## src/rtl/fp_to_int_converter_seq.sv

```systemverilog
// Iterative floating-point to integer converter: one shift per cycle under a small FSM,
// with truncate / round-to-nearest-even, signed / unsigned results and saturation flags.
//
// state   | meaning
// --------+-----------------------------------------------------------
// S_IDLE  | ready for an operand; in_ready=1
// S_LOAD  | classify operand, resolve specials, load magnitude + shift count
// S_SHIFT | shift one bit per cycle; right shifts collect guard/sticky
// S_ROUND | apply rounding, range check, sign, write result
// S_DONE  | hold result with out_valid=1 until out_ready
module fp_to_int_converter_seq #(
   parameter int EXP_W = 5,
   parameter int MAN_W = 10,
   parameter int INT_W = 16
) (
   input  logic                     clk,
   input  logic                     rst_n,
   input  logic                     in_valid,
   output logic                     in_ready,
   input  logic [EXP_W+MAN_W:0]     in_fp,
   input  logic                     round_mode,
   input  logic                     signed_mode,
   output logic                     out_valid,
   input  logic                     out_ready,
   output logic [INT_W-1:0]         out_int,
   output logic                     overflow,
   output logic                     inexact,
   output logic                     inf,
   output logic                     nan,
   output logic                     subnormal,
   output logic                     zero,
   output logic                     negative
);

   localparam int FP_W  = 1 + EXP_W + MAN_W;
   localparam int BIAS  = (1 << (EXP_W - 1)) - 1;
   localparam int CNT_W = $clog2(INT_W + MAN_W + 2);
   localparam logic [INT_W:0] HALF = {2'b01, {(INT_W-1){1'b0}}};

   typedef enum logic [2:0] {S_IDLE, S_LOAD, S_SHIFT, S_ROUND, S_DONE} state_t;

   state_t             state_q, state_d;
   logic [FP_W-1:0]    fp_q, fp_d;
   logic               rm_q, rm_d;
   logic               sm_q, sm_d;
   logic [INT_W-1:0]   work_q, work_d;
   logic [CNT_W-1:0]   cnt_q, cnt_d;
   logic               left_q, left_d;
   logic               guard_q, guard_d;
   logic               sticky_q, sticky_d;
   logic               in_ready_q, in_ready_d;
   logic               out_valid_q, out_valid_d;
   logic [INT_W-1:0]   out_int_q, out_int_d;
   logic               ovf_q, ovf_d;
   logic               inx_q, inx_d;
   logic               inf_q, inf_d;
   logic               nan_q, nan_d;
   logic               sub_q, sub_d;
   logic               zero_q, zero_d;
   logic               neg_q, neg_d;

   logic               sign_c;
   logic [EXP_W-1:0]   exp_c;
   logic [MAN_W-1:0]   man_c;
   int                 e_c;
   logic [INT_W-1:0]   sat_pos_c, sat_neg_c, sat_sign_c;
   logic               inc_c;
   logic [INT_W:0]     mag_c;
   logic               in_range_c;
   logic               wr_res_c;
   logic [INT_W-1:0]   res_c;
   logic               ovf_c, inx_c, inf_c, nan_c, sub_c;

   always_comb begin
      sign_c = fp_q[FP_W-1];
      exp_c  = fp_q[FP_W-2 -: EXP_W];
      man_c  = fp_q[MAN_W-1:0];
      e_c    = int'(exp_c) - BIAS;

      sat_pos_c  = sm_q ? {1'b0, {(INT_W-1){1'b1}}} : {INT_W{1'b1}};
      sat_neg_c  = sm_q ? {1'b1, {(INT_W-1){1'b0}}} : {INT_W{1'b0}};
      sat_sign_c = sign_c ? sat_neg_c : sat_pos_c;

      inc_c = rm_q & guard_q & (sticky_q | work_q[0]);
      mag_c = {1'b0, work_q} + {{INT_W{1'b0}}, inc_c};
      if (sm_q)
         in_range_c = sign_c ? (mag_c <= HALF) : (mag_c < HALF);
      else
         in_range_c = sign_c ? (mag_c == '0) : !mag_c[INT_W];

      state_d     = state_q;
      fp_d        = fp_q;
      rm_d        = rm_q;
      sm_d        = sm_q;
      work_d      = work_q;
      cnt_d       = cnt_q;
      left_d      = left_q;
      guard_d     = guard_q;
      sticky_d    = sticky_q;
      in_ready_d  = in_ready_q;
      out_valid_d = out_valid_q;
      out_int_d   = out_int_q;
      ovf_d       = ovf_q;
      inx_d       = inx_q;
      inf_d       = inf_q;
      nan_d       = nan_q;
      sub_d       = sub_q;
      zero_d      = zero_q;
      neg_d       = neg_q;

      wr_res_c = 1'b0;
      res_c    = '0;
      ovf_c    = 1'b0;
      inx_c    = 1'b0;
      inf_c    = 1'b0;
      nan_c    = 1'b0;
      sub_c    = 1'b0;

      case (state_q)
         S_IDLE: begin
            in_ready_d = 1'b1;
            if (in_valid && in_ready_q) begin
               fp_d       = in_fp;
               rm_d       = round_mode;
               sm_d       = signed_mode;
               in_ready_d = 1'b0;
               state_d    = S_LOAD;
            end
         end
         S_LOAD: begin
            work_d   = INT_W'({1'b1, man_c});
            guard_d  = 1'b0;
            sticky_d = 1'b0;
            if (exp_c == '1) begin
               wr_res_c = 1'b1;
               ovf_c    = 1'b1;
               if (man_c != '0) begin
                  nan_c = 1'b1;
                  res_c = sat_pos_c;
               end else begin
                  inf_c = 1'b1;
                  res_c = sat_sign_c;
               end
            end else if (exp_c == '0) begin
               wr_res_c = 1'b1;
               sub_c    = (man_c != '0);
               inx_c    = (man_c != '0);
            end else if (e_c >= INT_W) begin
               wr_res_c = 1'b1;
               ovf_c    = 1'b1;
               res_c    = sat_sign_c;
            end else if (e_c <= -2) begin
               wr_res_c = 1'b1;
               inx_c    = 1'b1;
            end else if (e_c > MAN_W) begin
               left_d  = 1'b1;
               cnt_d   = CNT_W'(e_c - MAN_W);
               state_d = S_SHIFT;
            end else begin
               left_d  = 1'b0;
               cnt_d   = CNT_W'(MAN_W - e_c);
               state_d = (e_c == MAN_W) ? S_ROUND : S_SHIFT;
            end
            if (wr_res_c) begin
               out_valid_d = 1'b1;
               state_d     = S_DONE;
            end
         end
         S_SHIFT: begin
            if (left_q) begin
               work_d = work_q << 1;
            end else begin
               work_d   = work_q >> 1;
               guard_d  = work_q[0];
               sticky_d = sticky_q | guard_q;
            end
            cnt_d = cnt_q - 1'b1;
            if (cnt_q == CNT_W'(1))
               state_d = S_ROUND;
         end
         S_ROUND: begin
            wr_res_c = 1'b1;
            inx_c    = guard_q | sticky_q;
            if (!in_range_c) begin
               ovf_c = 1'b1;
               res_c = sat_sign_c;
            end else if (sm_q && sign_c) begin
               res_c = -mag_c[INT_W-1:0];
            end else begin
               res_c = mag_c[INT_W-1:0];
            end
            out_valid_d = 1'b1;
            state_d     = S_DONE;
         end
         S_DONE: begin
            if (out_ready) begin
               out_valid_d = 1'b0;
               in_ready_d  = 1'b1;
               state_d     = S_IDLE;
            end
         end
         default: begin
            state_d     = S_IDLE;
            in_ready_d  = 1'b1;
            out_valid_d = 1'b0;
         end
      endcase

      // zero/negative always follow the integer actually presented
      if (wr_res_c) begin
         out_int_d = res_c;
         ovf_d     = ovf_c;
         inx_d     = inx_c;
         inf_d     = inf_c;
         nan_d     = nan_c;
         sub_d     = sub_c;
         zero_d    = (res_c == '0);
         neg_d     = sm_q & res_c[INT_W-1];
      end
   end

   always_ff @(posedge clk) begin
      if (!rst_n) begin
         state_q     <= S_IDLE;
         fp_q        <= '0;
         rm_q        <= 1'b0;
         sm_q        <= 1'b0;
         work_q      <= '0;
         cnt_q       <= '0;
         left_q      <= 1'b0;
         guard_q     <= 1'b0;
         sticky_q    <= 1'b0;
         in_ready_q  <= 1'b1;
         out_valid_q <= 1'b0;
         out_int_q   <= '0;
         ovf_q       <= 1'b0;
         inx_q       <= 1'b0;
         inf_q       <= 1'b0;
         nan_q       <= 1'b0;
         sub_q       <= 1'b0;
         zero_q      <= 1'b0;
         neg_q       <= 1'b0;
      end else begin
         state_q     <= state_d;
         fp_q        <= fp_d;
         rm_q        <= rm_d;
         sm_q        <= sm_d;
         work_q      <= work_d;
         cnt_q       <= cnt_d;
         left_q      <= left_d;
         guard_q     <= guard_d;
         sticky_q    <= sticky_d;
         in_ready_q  <= in_ready_d;
         out_valid_q <= out_valid_d;
         out_int_q   <= out_int_d;
         ovf_q       <= ovf_d;
         inx_q       <= inx_d;
         inf_q       <= inf_d;
         nan_q       <= nan_d;
         sub_q       <= sub_d;
         zero_q      <= zero_d;
         neg_q       <= neg_d;
      end
   end

   assign in_ready  = in_ready_q;
   assign out_valid = out_valid_q;
   assign out_int   = out_int_q;
   assign overflow  = ovf_q;
   assign inexact   = inx_q;
   assign inf       = inf_q;
   assign nan       = nan_q;
   assign subnormal = sub_q;
   assign zero      = zero_q;
   assign negative  = neg_q;

endmodule

```

## config.mk

```make
export PLATFORM = sky130hd
export DESIGN_NAME = fp_to_int_converter_seq
export DESIGN_NICKNAME = d
export VERILOG_FILES = /design/src/rtl/fp_to_int_converter_seq.sv
export SDC_FILE = /design/constraint.sdc
export NUM_CORES = 1
export LEC_CHECK = 0
export BUFFER_PORTS_ARGS = -buffer_cell sky130_fd_sc_hd__buf_2
export CAP_MARGIN = 10
export CORE_ASPECT_RATIO = 2
export CORE_UTILIZATION = 25
export DETAILED_ROUTE_END_ITERATION = 10
export PLACE_DENSITY_LB_ADDON = 0.3
export SYNTH_ARGS = -nofsm -noshare
export SYNTH_HDL_FRONTEND = slang
export SYNTH_SLANG_ARGS = --single-unit
```

## constraint.sdc

```tcl
create_clock -name clk -period 10.45 [get_ports clk]
set_input_delay 0.5225 -clock clk [delete_from_list [all_inputs] [get_ports clk]]
set_output_delay 0.5225 -clock clk [all_outputs]
set_load 0.02 [all_outputs]
```

==> metrics.txt, run 1 <==
drt drc 0; leak pwr 0.00198 uW; Warnings, synthesis 0; gr ovfl total 0; cts bufs inserted 9; HP Start in_fp[1]; WP data arrival 4.38 ns; CP required 10.62 ns; Hold WC Path Type primary input to flip-flop; largest family of logic cells by synthesized area compound AO/OA/AOI/OAI gates; Rows 69; routed vias/inst 5.17; EDFF count, synth 0; vias in the first global route 4270; post-route setup TNS 0 ns; post-synthesis sequential area ratio 30.7%; antenna diode instance count 0; I/O pin count 47; Yosys top cell area share 30.7%; total number of vias 4372; FF-to-FF setup slack 6.24 ns; largest net degree at the start of global routing 50; Final period util 40.3%; crit path time final 4.21 ns; hold path cells 3; post-synthesis simple-gate area fraction 24.4%; Register-to-Register Path Depth 12; crit-path max FO 20; top post-synthesis cells by area dfxtp_1, nand2_1, a21oi_1; post-route ant nets 0; Synth Area in Adders 4.11%; overall routing resource usage 15.1%; area added between synthesis and finish 14.1%; outcome completed; mux contribution to synthesized area 2.66%; number of buffers added for setup after CTS 0; Hold-fix buffers, CTS 0; clock latency on the worst-skew pair 0.34 ns; CTS resizes 0; Hold Slack 0.417 ns; f_max 238 MHz; CP Capture Type flip-flop; Slew HR 20.3%; WHS Endpoint fp_q[1]; share of post-route cells with drive strength above 1 12.3%; Crit Path Class flip-flop to flip-flop; DRT Pass-1 Iters 4; initial antenna violation count 0; IR drop worst, VDD 87.1 uV; CTS clk-pin slew, worst paths 0.05 ns; CTS Sinks 70; pwr dens 149 nW/um^2; max-slew violations 0; post-synthesis xor/xnor area fraction 6.90%; clock buffer depth 2; htree depth 3; Post-layout nets 665; compound-cell area share of the yosys netlist 25.2%; Mapped Area 4570 um^2; FF-to-FF End out_int[14]; Iter 0 DRT Violations 250; Routed WL 13900 um; CTS tree yes; max_cap viols 0; Async S/R FF share, synth 0%; core box area 17800 um^2; Die Y 193 um; R2R Path Start work_q[0]; routability cong. 0.800; RSZ-0062 raised after global routing no; clk_skew 0.00666 ns; Post-Syn Area per Cell 7.40 um^2; largest area contributor in the netlist dfxtp_1; die width 97.6 um; starting density of the core 25.7%; CTS Root Cell clkbuf_16; ys flop type dfxtp_1; HPWL after DPL 10500 um; I/O Buffers 46; #FFs+latches synth 70; post-synth cell types 64; final hold violation count 0; drt wl/cell 16.4 um; worst-margin pin slew 1.19 ns; first-pass GRT wire length 22200 um; final setup fails 0; Worst Setup Start Kind flip-flop; Mapped Cells 617; Die Area 18900 um^2; Syn Nets 654
==> registers in the layout, indices dropped and copies added (netlist names) <==
signal / count
fp_q: 16
out_int: 16
work_q: 16
cnt_q: 5
state_q: 3
guard_q: 1
in_ready: 1
inexact: 1
inf: 1
left_q: 1
nan: 1
negative: 1
out_valid: 1
overflow: 1
rm_q: 1
sm_q: 1
sticky_q: 1
subnormal: 1
zero: 1
==> synthesized netlist by cell type, drive strengths merged (15+ instances only) <==
| cell type | n |
|---|---|
| xor2 | 15 |
| nor2 | 44 |
| clkbuf | 38 |
| dfxtp | 70 |
| ha | 15 |
| inv | 15 |
| o21ai | 46 |
| nand2 | 95 |
| xnor2 | 21 |
| nor3 | 26 |
| nand3 | 15 |
| a21oi | 65 |
==> layer usage <==
layer	vias to the layer above	track usage, %	part of all wire (%)
li1	2224	-	-
met1	2037	13.9	36
met2	80	29.8	57
met3	31	1.98	1.8
met4	0	10.8	5.5
met5	-	0	0
==> layout make-up <==
class / instances / area (um^2)
clock inverter: 3 / 67.6
timing repair buffer: 51 / 268
fill: 2006 / 12600
clock buffer: 13 / 250
inverter: 15 / 56.3
tap: 213 / 267
sequential: 70 / 1400
multi-input combinational: 481 / 2900
==> metrics by stage <==
| stage | setup slack (ns) | power [uW] | util, % | cell area, um^2 | instances |
|---|---|---|---|---|---|
| after global routing | 5.81 | 814 | 29.3 | 5210 | 846 |
| after floorplan | 6.74 | 406 | - | 4570 | 617 |
| after detailed placement | 6.27 | 454 | 27.5 | 4900 | 830 |
| after global placement | 6.37 | 453 | 27.5 | 4900 | 830 |
| final | 6.24 | 777 | 29.3 | 5210 | 846 |
| after CTS | 6.25 | 788 | 29.3 | 5210 | 846 |
==> kinds of logic after synthesis <==
group / after synthesis
adders and majority gates: 15
AOI/OAI and AO/OA: 181
muxes: 12
and+or+nand+nor: 237
buffers and inverters: 66
DFF: 70
xor gates and xnor gates: 36
==> cell usage in the layout (no fill, tap or decap), drive strengths merged, types with 2 or more instances in the layout <==
master,synthesis,final
nand4,9,9
nor2b,9,9
o211ai,3,3
mux2i,11,11
o211a,3,3
and3,9,9
nor2,44,44
o32a,2,2
ha,15,15
a31o,2,2
dfxtp,70,70
nor4,7,7
or3,6,6
a31oi,12,12
o21ai,46,46
a21oi,65,65
inv,15,15
nand3,15,15
a311oi,11,11
buf,13,51
nor3,26,26
or2,3,3
nand2,95,95
xor2,15,15
and2,2,2
or4b,2,2
xnor2,21,21
a22oi,2,2
clkbuf,38,13
bufinv,0,2
nor4b,3,3
a211oi,13,13
o21a,2,2
nand2b,3,3
a2111o,2,2
o22ai,2,2
==> report_power, final <==
| group | leakage [uW] | switching, uW | total [uW] | internal [uW] |
|---|---|---|---|---|
| clock | 0.000150 | 115 | 331 | 216 |
| combinational | 0.00126 | 90.0 | 141 | 50.6 |
| sequential | 0.000570 | 19.9 | 305 | 285 |
==> critical path, stage by stage, from the launching register on <==
cell and delay [ns]:
dfxtp_1 0.42, o211a_1 0.19, ha_1 0.15, ha_1 0.41
nand3_1 0.30, or4_1 0.62, or2_2 0.33, nand2_1 0.07
o21ai_0 0.09, a311oi_2 0.89, a21oi_2 0.27, o21ai_0 0.21
a21oi_1 0.10
==> how the worst max path moves through the flow <==
stage              start     endpoint  slack, ns  cells past startpoint
2_1_floorplan  work_q[0]         zero       6.74                     14
3_3_place_gp   work_q[0]  out_int[14]       6.37                     12
3_5_place_dp   work_q[0]         zero       6.27                     14
4_1_cts        work_q[0]  out_int[14]       6.25                     14
5_1_grt        work_q[0]  out_int[14]       5.81                     14
6_report       work_q[0]  out_int[14]       6.24                     12
(Power assumes the default switching activity.)
==> run 2: changes to the inputs <==
--- a/config.mk
+++ b/config.mk
@@ -5,6 +5,7 @@
 export SDC_FILE = /design/constraint.sdc
 export NUM_CORES = 1
 export LEC_CHECK = 0
+export ABC_AREA = 1
 export BUFFER_PORTS_ARGS = -buffer_cell sky130_fd_sc_hd__buf_2
 export CAP_MARGIN = 10
 export CORE_ASPECT_RATIO = 2
==> constraint.sdc (replaced) <==
create_clock -name clk -period 4.1 [get_ports clk]
set_input_delay 0.205 -clock clk [delete_from_list [all_inputs] [get_ports clk]]
set_output_delay 0.205 -clock clk [all_outputs]
set_load 0.02 [all_outputs]
==> run 2 against run 1 <==
  * Register-to-register slack got worse by 5.4 ns
  * Total power rose to 3.6 times the previous value
  * Sequential cell count did not move
  * Combinational power rose to 7.5 times the previous value
  * Utilization rose by 0.48 points
  * Synthesized cell count rose by 12%
  * Non-clock buffer count fell by 1
  * Critical path type unchanged
  * Largest cell class unchanged
  * Largest power group is now combinational cells
  * Highest routed layer unchanged
==> metrics.txt, run 2 <==
number of buffers added for setup after CTS 0; final setup fails 0; CP Capture Type flip-flop; EDFF count, synth 0; post-synthesis sequential area ratio 30.9%; CTS Root Cell clkbuf_16; post-synthesis xor/xnor area fraction 1.74%; mux contribution to synthesized area 0%; I/O pin count 47; outcome completed; fill cell count 2015; total number of vias 4565; routability cong. 0.840; IR drop worst, VDD 229 uV; Crit Path Class flip-flop to flip-flop; Commonest cells post-synth nand2_1, inv_1, o21ai_0; clock buffer depth 2; CTS tree yes; #FFs+latches synth 70; Async S/R FF share, synth 0%; I/O Buffers 46; Global Route met2 Usage 31.4%; Mapped Area 4540 um^2; routed vias/inst 4.80; clk_skew 0.00915 ns; cts bufs inserted 9; Die Y 193 um; gr ovfl total 0; crit path to out_int[0]; starting density of the core 25.5%; FF-to-FF setup slack 0.79 ns; most common cell in the netlist nand2_1; R2R Path Start fp_q[10]; Hold WC Path Type primary input to flip-flop; Routed WL 13800 um; post-route setup TNS 0 ns; Final period util 80.6%; die width 97.3 um; Register-to-Register Path Depth 13; CP Launch Point fp_q[10]; f_max 302 MHz; Pwr Total 2830 uW; antenna diode instance count 0; HPWL after DPL 11000 um; CTS Sinks 70; Layout Cells excl Fill 951; placed cell count 936; largest area contributor in the netlist dfxtp_1; Iter 0 DRT Violations 137; Rows 69; max_cap viols 0; clock latency on the worst-skew pair 0.35 ns; Mapped Cells 694; Post-layout nets 771; WP data arrival 3.51 ns; most frequent cells in the layout nand2_1, inv_1, o21ai_0; CTS resizes 0; Worst Setup Start Kind flip-flop; largest family of logic cells by synthesized area simple AND/OR/NAND/NOR gates; Warnings, synthesis 0; top post-synthesis cells by area dfxtp_1, nand2_1, o21ai_0; post-route ant nets 0; drt drc 0; share of post-route cells with drive strength above 1 15.3%; crit path time final 3.31 ns; met3 Use GR 1.96%; core box area 17800 um^2; RSZ-0062 raised after global routing no; Synth Area in Adders 4.13%; compound-cell area share of the yosys netlist 20.7%; Slew HR 39.0%; CP required 4.31 ns; ys flop type dfxtp_1; Syn Nets 731; initial antenna violation count 0; drt wl/cell 14.5 um; CTS clk-pin slew, worst paths 0.06 ns; DRT Pass-1 Iters 5; area added between synthesis and finish 16.7%; commonest non-fill, non-tap cell in the layout nand2_1; post-synthesis simple-gate area fraction 33.2%; worst-margin pin slew 0.912 ns; gr busiest metal met2; max-slew violations 0; Die Area 18700 um^2; pwr dens 534 nW/um^2; vias in the first global route 4556; first-pass GRT wire length 22100 um; htree depth 3; Yosys top cell area share 30.9%; leak pwr 0.00231 uW; crit-path max FO 18; overall routing resource usage 15.2%; FF-to-FF End out_int[0]; Hold-fix buffers, CTS 0; Post-Syn Area per Cell 6.54 um^2; M1 GR Usage 13.4%; final hold violation count 0; post-synth cell types 39; largest net degree at the start of global routing 56
run 2: cell types whose count changed in the layout (fill, tap and decap cells not counted), sizes merged, moves of 9 or more:
cell    delta
a211oi     -9
a311oi    -11
and3       -9
inv       +76
mux2i     -11
nand2     +74
nand3     +37
nor2      +25
nor2b      -9
nor3      -22
o21ai     +35
xnor2     -18
xor2       -9
run 2: metal layers:
metal  share of wire [%]  routed length (um)
met2                  58                8020
met3                 2.5                 346
met4                 4.3                 591
met5                   0                   0
met1                  35                4840
run 2: how the worst min path moves through the flow:
| stage | startpoint | to | slack [ns] | cells past startpoint |
|---|---|---|---|---|
| after floorplan | in_fp[0] | fp_q[0] | 0.40 | 2 |
| after global placement | fp_q[9] | fp_q[9] | 0.45 | 2 |
| after detailed placement | fp_q[1] | fp_q[1] | 0.46 | 2 |
| after CTS | in_fp[1] | fp_q[1] | 0.13 | 3 |
| after global routing | in_fp[7] | fp_q[7] | 0.15 | 3 |
| final | in_fp[6] | fp_q[6] | 0.14 | 3 |
run 2: cell families after synthesis:
| group | Yosys count |
|---|---|
| adders and majority gates | 15 |
| xor gates and xnor gates | 9 |
| DFF | 70 |
| buffers and inverters | 112 |
| AOI/OAI and AO/OA | 171 |
| and+or+nand+nor | 317 |
run 2: final cells by class:
type | count | area [um^2] | share of cell area (%)
clock buffer | 9 | 225 | 4.25
clock inverter | 6 | 87.6 | 1.65
inverter | 91 | 342 | 6.45
multi-input combinational | 512 | 2720 | 51.3
sequential | 70 | 1400 | 26.4
tap | 213 | 267 | 5.03
timing repair buffer | 50 | 260 | 4.91
run 2: worst max-delay path: stages, from the launching register on:
cell     delay, ns
dfxtp_1       0.37
ha_1          0.24
xnor2_1       0.43
inv_2         0.10
a31oi_1       0.24
nor2_1        0.06
nand2_1       0.06
nor2_1        0.06
inv_2         0.09
nand3_1       0.13
nor2_4        0.35
inv_2         0.17
nor2_1        0.70
a21oi_1       0.15
run 2: power by group:
| group | switching, uW | internal [uW] | leakage [uW] |
|---|---|---|---|
| Clock | 308 | 529 | 0.000155 |
| Sequential | 135 | 803 | 0.000572 |
| Combinational | 710 | 347 | 0.00158 |
| Total | 1150 | 1680 | 0.00231 |
run 2: stage by stage:
stage               util [%]  worst slack (ns)  hold slack, ns  instance area, um^2
floorplan                  -              1.50           0.398                 4540
global placement        28.0             0.911           0.453                 4990
CTS                     29.8             0.819           0.127                 5300
finish                  29.8             0.794           0.138                 5300
global route            29.8             0.471           0.150                 5300
detailed placement      28.0             0.842           0.456                 4990
==> run 3: changes to the inputs <==
==> constraint.sdc (replaced) <==
create_clock -name clk -period 2.7 [get_ports clk]
set_input_delay 0.135 -clock clk [delete_from_list [all_inputs] [get_ports clk]]
set_output_delay 0.135 -clock clk [all_outputs]
set_load 0.02 [all_outputs]
==> run 3 against run 2 <==
  * Combinational power increased by 100%
  * Cell count increased by 8.7%
  * Global-route usage increased by 0.57 points
  * Register-to-register slack got worse by 0.78 ns
  * Critical path type unchanged
  * Largest cell class unchanged
  * Largest power group unchanged
==> metrics.txt, run 3 (same netlist as run 2, synthesis figures left out) <==
outcome completed; HP Start in_fp[14]; die width 97.3 um; leak pwr 0.00277 uW; drt drc 0; hold path cells 3; vias in the first global route 4864; cell family with most CP delay simple AND/OR/NAND/NOR gates; crit-path max FO 3; final setup fails 0; WP buf/inv 3; CTS Root Cell clkbuf_16; CTS clk-pin slew, worst paths 0.06 ns; Hold Slack 0.0715 ns; Worst Setup Start Kind flip-flop; clock latency on the worst-skew pair 0.35 ns; area of the multi-input gates 2980 um^2; Iter 0 DRT Violations 187; FF-to-FF End zero; Final period util 99.6%; final worst slack 0.0115 ns; core box area 17800 um^2; post-route ant nets 0; routed vias/inst 4.70; most frequent cells in the layout nand2_1, inv_1, buf_4; CTS Sinks 70; initial antenna violation count 0; CP Capture Type flip-flop; Pwr Total 4890 uW; CTS tree yes; cts bufs inserted 9; DRT Pass-1 Iters 4; crit path time final 2.69 ns; Post-layout nets 853; R2R Path Start work_q[0]; Hold WC Path Type primary input to flip-flop; Slew HR 56.1%; WHS Endpoint fp_q[14]; met3 routed WL 292 um; antenna diode instance count 0; IR drop worst, VDD 438 uV; first-pass GRT wire length 23100 um; starting density of the core 25.5%; Die Y 193 um; max_cap viols 0; placed cell count 1008; FF-to-FF setup slack 0.01 ns; WP data arrival 2.97 ns; area added between synthesis and finish 37.1%; RSZ-0062 raised after global routing yes; fill cell count 1961; HPWL after DPL 11100 um; overall routing resource usage 15.7%; top sig layer met4; FF+latch area 1410 um^2; gr ovfl total 0; Post-Route M1 WL 4920 um; total number of vias 4860; routability cong. 0.847; worst-margin pin slew 0.658 ns; CP peak stage delay 0.32 ns; Layout Cells excl Fill 1034; I/O pin count 47; slowest CP cell dfxtp_2; Register-to-Register Path Depth 21; largest net degree at the start of global routing 55; Routed WL 14200 um; final core occ 35.0%; Detail Route met2 WL 8360 um; max-slew violations 0; htree depth 3; share of post-route cells with drive strength above 1 29.5%; Hold-fix buffers, CTS 0; Crit Path Class flip-flop to flip-flop; clock buffer depth 2; Die Area 18700 um^2; pwr dens 785 nW/um^2; Rows 69; I/O Buffers 46; drt wl/cell 13.7 um; final hold violation count 0; clk_skew 0.0108 ns; CP Cell Sequence o21ai_2 -> nor2_4 -> ha_4 -> ha_4 -> inv_2 -> nand2_2 -> nand2_2 -> buf_6 -> nand2_4 -> nor2_4 -> nand2_1 -> nor2_2 -> nand2_2 -> nor2_4 -> nand3_4 -> a21oi_4 -> buf_6 -> nand3_4 -> a21oi_4 -> nand3_2 -> nor3_2; f_max 372 MHz; dpl ws -0.174 ns; CP required 2.98 ns; commonest non-fill, non-tap cell in the layout nand2_1
## run 3: final cells by class
cell class | count | area share, %
clock inverter | 6 | 1.49
tap | 213 | 4.28
inverter | 91 | 5.49
timing repair buffer | 132 | 14.4
clock buffer | 10 | 3.84
sequential | 70 | 22.6
multi-input combinational | 512 | 47.9
## run 3: worst max-delay path by stage
stage,startpoint,to,slack (ns),cells past startpoint
2_1_floorplan,work_q[0],zero,0.1,21
3_3_place_gp,sticky_q,zero,-0.21,18
3_5_place_dp,sticky_q,zero,-0.17,18
4_1_cts,sticky_q,zero,-0.09,21
5_1_grt,work_q[0],zero,-0.16,21
6_report,work_q[0],zero,0.01,21
## run 3: repair_timing
item	4_1_cts	5_1_grt
setup endpoints to repair	19	29
resized for setup	39	36
setup buffers	5	5
cloned	0	0
pin swaps	22	28
## run 3: through the flow
| stage | cell area (um^2) | TNS (ns) |
|---|---|---|
| after global routing | 6230 | -1.05 |
| after global placement | 5530 | -1.79 |
| after floorplan | 4540 | 0 |
| after detailed placement | 5530 | -1.28 |
| final | 6230 | 0 |
| after CTS | 6070 | -0.342 |
## run 3: worst reg2reg max path, stage by stage, from the launching register on
cell,delay [ns]
dfxtp_2,0.32
o21ai_2,0.17
nor2_4,0.06
ha_4,0.16
ha_4,0.18
inv_2,0.05
nand2_2,0.05
nand2_2,0.07
buf_6,0.10
nand2_4,0.04
nor2_4,0.10
nand2_1,0.08
nor2_2,0.10
nand2_2,0.07
nor2_4,0.11
nand3_4,0.12
a21oi_4,0.19
buf_6,0.14
nand3_4,0.07
a21oi_4,0.18
nand3_2,0.09
nor3_2,0.16
## run 3: power breakdown
group	leakage (uW)	internal [uW]	switching, uW
clock	0.000155	838	480
combinational	0.00204	893	1260
sequential	0.000574	1220	188
total	0.00277	2960	1930
## run 3: per-layer routing
| metal | GRT usage (%) | up-vias |
|---|---|---|
| met5 | 0 | - |
| met4 | 9.11 | 0 |
| met1 | 14.1 | 2210 |
| met3 | 1.92 | 31 |
| li1 | - | 2541 |
| met2 | 32.8 | 78 |
